[config.mk]
export PLATFORM = sky130hd
export DESIGN_NAME = scg_timed
export DESIGN_NICKNAME = d
export VERILOG_FILES = /design/src/rtl/scg_timed.sv
export SDC_FILE = /design/constraint.sdc
export NUM_CORES = 1
export LEC_CHECK = 0
export BUFFER_PORTS_ARGS = -buffer_cell sky130_fd_sc_hd__buf_4
export CAP_MARGIN = 20
export CORE_MARGIN = 2
export CORE_UTILIZATION = 45
export DETAILED_ROUTE_END_ITERATION = 6
export PLACE_DENSITY = 0.75
export REMOVE_ABC_BUFFERS = 1
export SLEW_MARGIN = 10
export SYNTH_ARGS = -nofsm -noshare
export SYNTH_HDL_FRONTEND = slang
export SYNTH_SLANG_ARGS = --single-unit
[constraint.sdc]
create_clock -name clk -period 1.64 [get_ports clk]
set_clock_uncertainty 0.15 [all_clocks]
set_input_delay 0.164 -clock clk [delete_from_list [all_inputs] [get_ports clk]]
set_output_delay 0.164 -clock clk [all_outputs]
set_load 0.01 [all_outputs]
[src/rtl/scg_timed.sv]
// SDRAM command-sequence generator: one start pulse issues ACTIVE, PRECHARGE,
// PRECHARGE ALL or AUTO REFRESH, then holds NOP for the op's timing interval.
module scg_timed #(
    parameter int ROW_W  = 13,
    parameter int BANK_W = 2,
    parameter int TRCD   = 2,
    parameter int TRP    = 2,
    parameter int TRFC   = 7,
    parameter int CNT_W  = 4
) (
    input  logic              clk,
    input  logic              n_rst,
    input  logic              start,
    input  logic [1:0]        op,
    input  logic [BANK_W-1:0] bank_in,
    input  logic [ROW_W-1:0]  row_in,
    output logic              busy,
    output logic              done,
    output logic [3:0]        command,
    output logic [BANK_W-1:0] ba,
    output logic [ROW_W-1:0]  addr
);

    typedef enum logic [1:0] {S_IDLE, S_ISSUE, S_WAIT, S_DONE} state_t;
    typedef enum logic [1:0] {OP_ACT = 2'b00, OP_PRE = 2'b01, OP_PALL = 2'b10, OP_REF = 2'b11} op_t;

    localparam logic [3:0] CMD_NOP = 4'b0111;
    localparam logic [3:0] CMD_ACT = 4'b0011;
    localparam logic [3:0] CMD_PRE = 4'b0010;
    localparam logic [3:0] CMD_REF = 4'b0001;

    localparam logic [CNT_W-1:0] TRCD_M1 = CNT_W'(TRCD - 1);
    localparam logic [CNT_W-1:0] TRP_M1  = CNT_W'(TRP - 1);
    localparam logic [CNT_W-1:0] TRFC_M1 = CNT_W'(TRFC - 1);

    state_t              state_q, state_d;
    op_t                 op_q, op_d;
    logic [CNT_W-1:0]    cnt_q, cnt_d;
    logic [BANK_W-1:0]   bank_q, bank_d;
    logic [ROW_W-1:0]    row_q, row_d;
    logic                capture;
    logic [CNT_W-1:0]    t_m1;

    // Requests are only accepted when no sequence is in flight.
    assign capture = start && (state_q == S_IDLE || state_q == S_DONE);

    always_comb begin
        case (op_q)
            OP_ACT:  t_m1 = TRCD_M1;
            OP_REF:  t_m1 = TRFC_M1;
            default: t_m1 = TRP_M1;
        endcase
    end

    // NOTE: every signal assigned in this block gets a default first so no latch is inferred.
    always_comb begin
        state_d = state_q;
        cnt_d   = cnt_q;
        op_d    = op_q;
        bank_d  = bank_q;
        row_d   = row_q;
        if (capture) begin
            op_d   = op_t'(op);
            bank_d = bank_in;
            row_d  = row_in;
        end
        case (state_q)
            S_IDLE:  if (capture) state_d = S_ISSUE;
            S_ISSUE: begin
                cnt_d   = t_m1;
                state_d = (t_m1 != '0) ? S_WAIT : S_DONE;
            end
            S_WAIT: begin
                cnt_d = cnt_q - CNT_W'(1);
                if (cnt_q == CNT_W'(1)) state_d = S_DONE;
            end
            S_DONE:  state_d = capture ? S_ISSUE : S_IDLE;
            default: state_d = S_IDLE;
        endcase
    end

    // NOTE: sequential state uses non-blocking assignments so all registers update together.
    always_ff @(posedge clk) begin
        if (!n_rst) begin
            state_q <= S_IDLE;
            cnt_q   <= '0;
            op_q    <= OP_ACT;
            bank_q  <= '0;
            row_q   <= '0;
        end else begin
            state_q <= state_d;
            cnt_q   <= cnt_d;
            op_q    <= op_d;
            bank_q  <= bank_d;
            row_q   <= row_d;
        end
    end

    assign busy = (state_q == S_ISSUE) || (state_q == S_WAIT);
    assign done = (state_q == S_DONE);

    // Pins carry the command only during ISSUE; every other state drives NOP with zeroed buses.
    always_comb begin
        command = CMD_NOP;
        ba      = '0;
        addr    = '0;
        if (state_q == S_ISSUE) begin
            case (op_q)
                OP_ACT: begin
                    command = CMD_ACT;
                    ba      = bank_q;
                    addr    = row_q;
                end
                OP_PRE: begin
                    command = CMD_PRE;
                    ba      = bank_q;
                end
                OP_PALL: begin
                    command = CMD_PRE;
                    addr    = ROW_W'(1) << 10;
                end
                default: command = CMD_REF;
            endcase
        end
    end

endmodule

==> results of run 1 <==
-- registers in the layout, summed over array words and instances (netlist names) --
signal   cells
cnt_q        4
state_q      2
bank_q       2
op_q         2
row_q       13
-- layout make-up --
| cell class | instances | area (µm²) |
|---|---|---|
| Sequential cell | 23 | 468 |
| Fill cell | 165 | 583 |
| Clock buffer | 4 | 26.3 |
| Multi-Input combinational cell | 112 | 883 |
| Tap cell | 31 | 38.8 |
| Inverter | 10 | 45.0 |
| Timing Repair Buffer | 70 | 666 |
-- power groups by stage --
stage                     Clock [mW]  Combinational [mW]  Sequential [mW]
after detailed placement           0               0.956            0.735
after global routing           0.303                1.50            0.762
after CTS                      0.274                1.22            0.731
after floorplan                    0               0.514            0.739
after global placement             0               0.910            0.728
final                          0.270                1.39            0.751
-- synthesized netlist by cell type --
master,instances
nand2_1,37
o21a_1,2
nor2_1,3
dfxtp_1,23
buf_4,1
and3_1,12
o221a_2,1
a21o_1,1
buf_2,4
nand2b_1,5
nor2b_1,1
inv_1,10
ha_1,12
o21ai_0,4
a221oi_1,1
a31oi_1,2
clkbuf_1,6
nor4_1,1
nand3b_1,2
a22oi_1,1
nand3_1,2
conb_1,1
a211oi_1,1
a21boi_0,21
or3b_4,1
o31ai_1,1
-- routing by layer --
| metal | vias to the layer above | routed length (µm) |
|---|---|---|
| li1 | 642 | - |
| met1 | 602 | 1470 |
| met2 | 37 | 1940 |
| met3 | 6 | 156 |
| met4 | 0 | 50 |
| met5 | - | 0 |
-- critical path, cell delays in order (launching register included) --
cell	delay, ps
dfxtp_2	360
buf_6	120
ha_4	160
buf_6	140
and3_4	190
buf_6	120
-- cells by family after synthesis --
| logic type | synth area share |
|---|---|
| other | 0.00297 |
| DFF | 0.365 |
| buffers and inverters | 0.0694 |
| AOI/OAI and AO/OA | 0.202 |
| and+or+nand+nor | 0.242 |
| adders and majority gates | 0.119 |
-- metrics by stage --
step | power, mW | hold slack [ps] | setup slack (ps)
after floorplan | 1.25 | 132 | -393
after global placement | 1.64 | 274 | 85.4
after detailed placement | 1.69 | 284 | 33.3
after CTS | 2.23 | 33.8 | -21.3
after global routing | 2.56 | 28.8 | -110
final | 2.41 | 37.6 | -64.7
-- final timing paths --
path / from / end / cells after the start
setup / recovery: state_q[0] / addr[1] / 5
hold / removal: n_rst / cnt_q[2] / 2
setup reg to reg: cnt_q[1] / state_q[0] / 5
hold reg to reg: bank_q[0] / bank_q[0] / 2
-- timing repair --
item	in CTS	in global routing
gates resized for setup	46	22
pin swaps	14	8
gates cloned	1	1
endpoints found under the hold margin	17	0
setup buffers	2	0
hold buffers	17	0
endpoints found under the setup margin	19	24
==> flow_metrics.env, run 1 <==
export IMPL_finalSetupTns_ps=-574
export IMPL_p_int_mw=1.49
export IMPL_period_share=1.04
export IMPL_num_vias=1287
export IMPL_grt_use_total=0.215
export IMPL_grt_max_degree=24
export IMPL_drc=0
export IMPL_die_width_um=57.0
export IMPL_ant_nets=0
export IMPL_cp_data_required_time_ps=1330
export IMPL_antenna_found_initial=0
export IMPL_instances_no_fill=250
export IMPL_dieHeight_um=57.0
export IMPL_clkPwrFrac=0.112
export IMPL_reg2reg_slack_ps=30
export IMPL_grt_overflow=0
export IMPL_cp_arrival_ps=1390
export IMPL_routed_wirelength_mm=3.62
export IMPL_clockBufferDepth=2
export IMPL_grt_pass1_vias=1236
export IMPL_yosysTopAreaCellShare=0.365
export IMPL_use_met3=0.0272
export IMPL_switching_power_mw=0.918
export IMPL_first_pass_iters=4
export IMPL_syn_inst=156
export IMPL_fin_area_um2=2130
export IMPL_path_class="flip-flop to output port"
export IMPL_synth_area_leader_cell="dfxtp_1"
export IMPL_setup_ws_ps=-64.7
export IMPL_coreArea_um2=2710
export IMPL_final_max_slew_violation_count=0
export IMPL_final_hold_violation_count=0
export IMPL_synth_avg_cell_area_um2=8.09
export IMPL_dpl_hpwl_mm=2.14
export IMPL_cts_htree_levels=1
export IMPL_seq_area_frac_synth=0.365
export IMPL_met2_usage=0.399
export IMPL_violations="setup timing"
export IMPL_top_usage_layer="met2"
export IMPL_final_cell_mix="nand2_1, buf_4, a21boi_0"
export IMPL_vdd_drop_max_v=0.00103
export IMPL_drtIter0Drc=27
export IMPL_ys_ff_latch=23
export IMPL_gp_congestion=0.781
export IMPL_rows=19
export IMPL_cts_root_buffer="clkbuf_4"
export IMPL_utilization=0.785
export IMPL_final_common_cell="nand2_1"
export IMPL_end_kind="output port"
export IMPL_clk_latency_ps=310
export IMPL_yosys_cell_types_count=26
export IMPL_holdCritPathClass="input pin to flip-flop"
export IMPL_diodes=0
export IMPL_wl_per_cell_um=14.5
export IMPL_status="finished with violations"
export IMPL_rsz0062_at_grt="yes"
export IMPL_area_growth_syn_to_layout_pct=68.5
export IMPL_combPwrFrac=0.576
export IMPL_clk_pin_slew_ps=130
export IMPL_dieArea_um2=3250
export IMPL_maxCapViolations=0
export IMPL_top_level_ports=41
export IMPL_io_buffer_count=39
export IMPL_setup_viol=15
export IMPL_p_leak_nw=0.894
export IMPL_cts_tree="done"
export IMPL_start_util=0.466
export IMPL_vias_per_cell=5.15
export IMPL_yosys_top_cells_area="dfxtp_1, a21boi_0, ha_1, nand2_1, and3_1"
export IMPL_syn_area_um2=1260
export IMPL_power_density_nw_per_um2=1130
export IMPL_start_kind="flip-flop"
export IMPL_yosys_warnings=0
export IMPL_worstPathMaxFanout=8
export IMPL_grt_use_met1=0.260
export IMPL_cts_made_buffers=3
export IMPL_cts_sinks=23
export IMPL_seq_power_share=0.312
export IMPL_nets=252
export IMPL_grt_pass1_wl_mm=5.50
export IMPL_fmax_mhz=587
export IMPL_fin_crit_ps=1700
export IMPL_drive_gt1_frac=0.434
export IMPL_netSwitchingFraction=0.381
export IMPL_place_area_um2=1630
export IMPL_place_inst=225
Note: power is estimated with default switching activity, not from simulation.
==> run 2: changes to the inputs <==
--- a/config.mk
+++ b/config.mk
@@ -5,12 +5,13 @@
 export SDC_FILE = /design/constraint.sdc
 export NUM_CORES = 1
 export LEC_CHECK = 0
+export ABC_AREA = 1
 export BUFFER_PORTS_ARGS = -buffer_cell sky130_fd_sc_hd__buf_4
 export CAP_MARGIN = 20
 export CORE_MARGIN = 2
-export CORE_UTILIZATION = 45
+export CORE_UTILIZATION = 30
 export DETAILED_ROUTE_END_ITERATION = 6
-export PLACE_DENSITY = 0.75
+export PLACE_DENSITY = 0.54
 export REMOVE_ABC_BUFFERS = 1
 export SLEW_MARGIN = 10
 export SYNTH_ARGS = -nofsm -noshare
==> run 2 against run 1 <==
Against the previous run: the run now ends clean; clock-buffer cell count is 1 lower; maximum frequency is 5.2% higher; largest cell class unchanged; non-clock buffer count is 9 lower; sequential power is 21% higher.
==> flow_metrics.env, run 2 <==
export IMPL_netSwitchingFraction=0.409
export IMPL_final_hold_violation_count=0
export IMPL_clkPwrFrac=0.120
export IMPL_rows=23
export IMPL_synth_area_leader_cell="dfxtp_1"
export IMPL_ys_flop_type="dfxtp_1"
export IMPL_yosys_top_cells_area="dfxtp_1, nor2_1, ha_1, o21ai_0, nand2_1"
export IMPL_worstPathMaxFanout=4
export IMPL_reg2reg_slack_ps=50
export IMPL_fmax_mhz=617
export IMPL_synth_avg_cell_area_um2=7.09
export IMPL_vias_per_cell=4.37
export IMPL_yosys_warnings=0
export IMPL_path_class="flip-flop to output port"
export IMPL_seq_area_frac_synth=0.376
export IMPL_grt_max_degree=23
export IMPL_synth_edff_count=0
export IMPL_routed_wirelength_mm=3.05
export IMPL_nets=262
export IMPL_multiInputGateArea_um2=726
export IMPL_seq_power_share=0.310
export IMPL_status="complete, no violations"
export IMPL_place_inst=261
export IMPL_switching_power_mw=1.19
export IMPL_first_pass_iters=4
export IMPL_drtIter0Drc=88
export IMPL_reg_top3="row_q (13), cnt_q (4)"
export IMPL_setup_viol=0
export IMPL_rsz0062_at_grt="yes"
export IMPL_diodes=0
export IMPL_fin_crit_ps=1620
export IMPL_finalPower_mw=2.92
export IMPL_syn_area_um2=1230
export IMPL_start_kind="flip-flop"
export IMPL_die_width_um=67.9
export IMPL_cts_made_buffers=3
export IMPL_cp_arrival_ps=1310
export IMPL_drive_gt1_frac=0.336
export IMPL_fill_cells=433
export IMPL_yosysTopAreaCellShare=0.376
export IMPL_wl_per_cell_um=10.9
export IMPL_dieArea_um2=4610
export IMPL_r2r_start="state_q[0]"
export IMPL_p_leak_nw=0.867
export IMPL_drc=0
export IMPL_area_growth_syn_to_layout_pct=55.6
export IMPL_dieHeight_um=67.9
export IMPL_cp_data_required_time_ps=1330
export IMPL_power_density_nw_per_um2=1530
export IMPL_cts_htree_levels=1
export IMPL_worst_r2r_cell_count=7
export IMPL_ys_ff_latch=23
export IMPL_ant_nets=0
export IMPL_largest_reg_flops=13
export IMPL_clk_latency_ps=260
export IMPL_period_share=0.988
export IMPL_holdCritPathClass="input pin to flip-flop"
export IMPL_vdd_drop_max_v=0.000839
export IMPL_io_buffer_count=39
export IMPL_instances_no_fill=279
export IMPL_async_flop_share=0
export IMPL_grt_pass1_wl_mm=4.75
export IMPL_worstHoldPathCells=3
export IMPL_syn_inst=173
export IMPL_r2r_end="row_q[3]"
export IMPL_coreArea_um2=3970
export IMPL_p_int_mw=1.72
export IMPL_netlist_top_cells_count="nor2_1, nand2_1, dfxtp_1, o21ai_0, ha_1"
export IMPL_clockBufferDepth=2
export IMPL_grt_pass1_vias=1066
export IMPL_num_vias=1218
export IMPL_final_max_slew_violation_count=0
export IMPL_start_util=0.309
export IMPL_antenna_found_initial=0
export IMPL_min_from="row_in[0]"
export IMPL_cts_sinks=23
export IMPL_dpl_hpwl_mm=2.05
export IMPL_combPwrFrac=0.570
export IMPL_ff_latch_area_um2=473
export IMPL_yosys_cell_types_count=23
export IMPL_top_level_ports=41
export IMPL_maxCapViolations=0
export IMPL_gp_congestion=0.753
export IMPL_grt_overflow=0
export IMPL_cts_root_buffer="clkbuf_8"
export IMPL_final_cell_mix="nor2_1, buf_4, nand2_1"
export IMPL_end_kind="output port"
export IMPL_grt_use_total=0.136
export IMPL_synth_most_common_cell="nor2_1"
export IMPL_clk_pin_slew_ps=80
export IMPL_cts_tree="done"
export IMPL_min_to="row_q[0]"
export IMPL_regMostFlops="row_q"
[run 2: stage by stage]
step                      hold WS [ps]  area, µm²  setup TNS [ps]   util  worst slack, ps
after floorplan                    135       1170               0      -             34.8
after global placement             268       1600               0  0.403              112
after detailed placement           273       1600               0  0.403             99.2
after CTS                         1.33       1860           -35.1  0.468            -14.1
after global routing              13.1       1910            -184  0.480            -36.5
final                             17.0       1910               0  0.480             20.2
[run 2: critical path, cell delays in order (launching register included)]
cell and delay (ps):
dfxtp_4 380, inv_1 60, ha_1 310, buf_4 160, buf_4 140
[run 2: per-layer routing]
layer / GRT usage / vias to the layer above / wire length (µm)
li1: - / 657 / -
met1: 0.176 / 529 / 1400
met2: 0.229 / 30 / 1490
met3: 0.0296 / 2 / 138
met4: 0.0300 / 0 / 13
met5: 0 / - / 0
[run 2: what timing repair did]
action	4_1_cts	5_1_grt
setup endpoints to repair	15	32
gates resized for setup	17	18
hold buffers	11	1
endpoints found under the hold margin	11	1
cloned	1	1
setup buffers	2	1
pin swaps	1	5
[run 2: logic make-up (layout without fill, tap and decap cells)]
logic type               count (synthesis)  after routing  share of synthesized area
XOR/XNOR                                 1              1                    0.00714
flip-flops                              23             23                      0.376
adder cells (fa/ha/maj)                 12             12                      0.122
AND/OR/NAND/NOR                         84             84                      0.281
AO/OA/AOI/OAI                           30             30                      0.127
buffers and inverters                   22             78                     0.0847
other                                    1              1                    0.00306
[run 2: power groups by stage]
stage / logic [mW] / registers [mW] / clock network [mW]
6_report: 1.66 / 0.906 / 0.349
4_1_cts: 1.62 / 0.898 / 0.376
3_3_place_gp: 1.40 / 0.881 / 0
5_1_grt: 1.89 / 0.935 / 0.398
3_5_place_dp: 1.40 / 0.882 / 0
2_1_floorplan: 0.865 / 0.867 / 0
[run 2: area by class of cell]
class / count / share of cell area
clock inverter: 1 / 0.00262
timing repair buffer: 61 / 0.284
tap: 50 / 0.0328
sequential: 23 / 0.248
inverter: 13 / 0.0308
multi-input combinational: 128 / 0.380
clock buffer: 3 / 0.0216
[run 2: worst max path at each step]
stage | start | to | cells after the start
after floorplan | state_q[0] | state_q[0] | 8
after global placement | state_q[1] | cnt_q[1] | 8
after detailed placement | state_q[1] | cnt_q[1] | 8
after CTS | state_q[1] | addr[5] | 7
after global routing | state_q[0] | busy | 4
final | state_q[0] | busy | 4
==> run 3: changes to the inputs <==
--- a/config.mk
+++ b/config.mk
@@ -5,7 +5,6 @@
 export SDC_FILE = /design/constraint.sdc
 export NUM_CORES = 1
 export LEC_CHECK = 0
-export ABC_AREA = 1
 export BUFFER_PORTS_ARGS = -buffer_cell sky130_fd_sc_hd__buf_4
 export CAP_MARGIN = 20
 export CORE_MARGIN = 2
==> run 3 against run 2 <==
Against the previous run: clock power up 3%; final cell count down 7.5%; highest routed layer unchanged; largest cell class unchanged; combinational power down 26%.
==> flow_metrics.env, run 3 (synthesized netlist as in run 1, its figures left out) <==
export IMPL_fin_crit_ps=1610
export IMPL_grt_max_degree=24
export IMPL_cp_data_required_time_ps=1330
export IMPL_min_to="row_q[6]"
export IMPL_largest_reg_flops=13
export IMPL_final_common_cell="buf_4"
export IMPL_critPathTopFamily="flip-flops"
export IMPL_holdCritPathClass="input pin to flip-flop"
export IMPL_finalPower_mw=2.33
export IMPL_start_util=0.313
export IMPL_crit_path_cell_trace="inv_4 > ha_4 > buf_12 > and3_1 > buf_4"
export IMPL_fmax_mhz=622
export IMPL_grt_overflow=0
export IMPL_final_max_slew_violation_count=0
export IMPL_path_class="flip-flop to output port"
export IMPL_fill_cells=404
export IMPL_num_vias=1203
export IMPL_place_area_um2=1660
export IMPL_drc=0
export IMPL_period_share=0.980
export IMPL_reg_top3="row_q (13), cnt_q (4)"
export IMPL_cts_made_buffers=3
export IMPL_dpl_hpwl_mm=2.32
export IMPL_final_hold_violation_count=0
export IMPL_rsz0062_at_grt="yes"
export IMPL_antenna_found_initial=0
export IMPL_cts_root_buffer="clkbuf_8"
export IMPL_worstHoldPathCells=3
export IMPL_regMostFlops="row_q"
export IMPL_vias_per_cell=4.66
export IMPL_min_from="row_in[6]"
export IMPL_grt_pass1_wl_mm=5.26
export IMPL_die_width_um=68.9
export IMPL_slowest_stage="dfxtp_2"
export IMPL_dieArea_um2=4740
export IMPL_worstPathMaxFanout=12
export IMPL_vdd_drop_max_v=0.000610
export IMPL_drtIter0Drc=35
export IMPL_clockBufferDepth=2
export IMPL_cp_arrival_ps=1290
export IMPL_start_kind="flip-flop"
export IMPL_routed_wirelength_mm=3.44
export IMPL_rows=23
export IMPL_setup_viol=0
export IMPL_slowest_delay_ps=370
export IMPL_clk_latency_ps=260
export IMPL_cts_htree_levels=1
export IMPL_p_leak_nw=0.860
export IMPL_fin_area_um2=1900
export IMPL_finalSetupTns_ps=0
export IMPL_coreArea_um2=4030
export IMPL_grt_use_total=0.148
export IMPL_worst_r2r_cell_count=5
export IMPL_cts_tree="done"
export IMPL_r2r_end="state_q[0]"
export IMPL_cp_buffers_inverters=3
export IMPL_first_pass_iters=4
export IMPL_cts_sinks=23
export IMPL_maxCapViolations=0
export IMPL_nets=241
export IMPL_end_kind="output port"
export IMPL_dieHeight_um=68.9
export IMPL_final_cell_mix="buf_4, nand2_1, a21boi_0"
export IMPL_ant_nets=0
export IMPL_r2r_start="cnt_q[1]"
export IMPL_wl_per_cell_um=13.3
export IMPL_grt_pass1_vias=1225
export IMPL_area_growth_syn_to_layout_pct=50.1
export IMPL_drive_gt1_frac=0.380
export IMPL_top_level_ports=41
export IMPL_diodes=0
export IMPL_reg2reg_slack_ps=50
export IMPL_power_density_nw_per_um2=1230
export IMPL_status="complete, no violations"
export IMPL_io_buffer_count=39
export IMPL_clk_pin_slew_ps=90
export IMPL_gp_congestion=0.762
## run 3: layer usage
layer | up-vias | GRT usage | part of all wire
met2 | 31 | 0.278 | 0.48
met3 | 6 | 0.0244 | 0.060
li1 | 618 | - | -
met1 | 548 | 0.162 | 0.45
met4 | 0 | 0.0613 | 0.018
met5 | - | 0 | 0
## run 3: final cells by class
class                      instances  area (µm²)  share of cell area
multi-input combinational        112         782               0.413
timing repair buffer              59         495               0.261
sequential                        23         469               0.248
tap                               50        62.6              0.0330
clock buffer                       3        41.3              0.0218
inverter                          10        40.0              0.0211
clock inverter                     1        5.00             0.00264
## run 3: where the power goes
part / switching [mW] / leakage (nW) / internal [mW]
clock network: 0.190 / 0.0255 / 0.170
registers: 0.0668 / 0.191 / 0.676
logic: 0.586 / 0.644 / 0.640
total: 0.843 / 0.860 / 1.49
## run 3: worst max-delay path by stage
stage	startpoint	depth (start not counted)	end	slack [ps]
floorplan	state_q[0]	5	state_q[0]	-390
global placement	cnt_q[1]	5	state_q[0]	80
detailed placement	state_q[1]	6	cnt_q[3]	-60
CTS	cnt_q[1]	5	state_q[0]	8
global route	op_q[0]	5	ba[0]	-30
finish	state_q[1]	5	addr[4]	30
## run 3: metrics by stage
| stage | cells | hold slack [ps] | utilization | worst slack, ps |
|---|---|---|---|---|
| global route | 258 | 16.4 | 0.470 | -27.6 |
| finish | 258 | 4.03 | 0.470 | 32.7 |
| detailed placement | 243 | 284 | 0.412 | -62.9 |
| floorplan | 145 | 132 | - | -393 |
| global placement | 243 | 276 | 0.412 | 82.4 |
| CTS | 254 | 0.122 | 0.453 | 7.78 |
## run 3: worst min-delay path: cells and delay by family
| kind | cells | cell delay (ps) |
|---|---|---|
| compound gates | 1 | 60 |
| buf+inv | 1 | 100 |
| simple gates | 1 | 40 |
## run 3: repair_timing
item	CTS	global route
setup endpoints to repair	18	28
resized for setup	16	14
buffers inserted	2	3
pin swaps	1	3
endpoints found under the hold margin	5	0
gates cloned	0	1
hold buffers	5	0
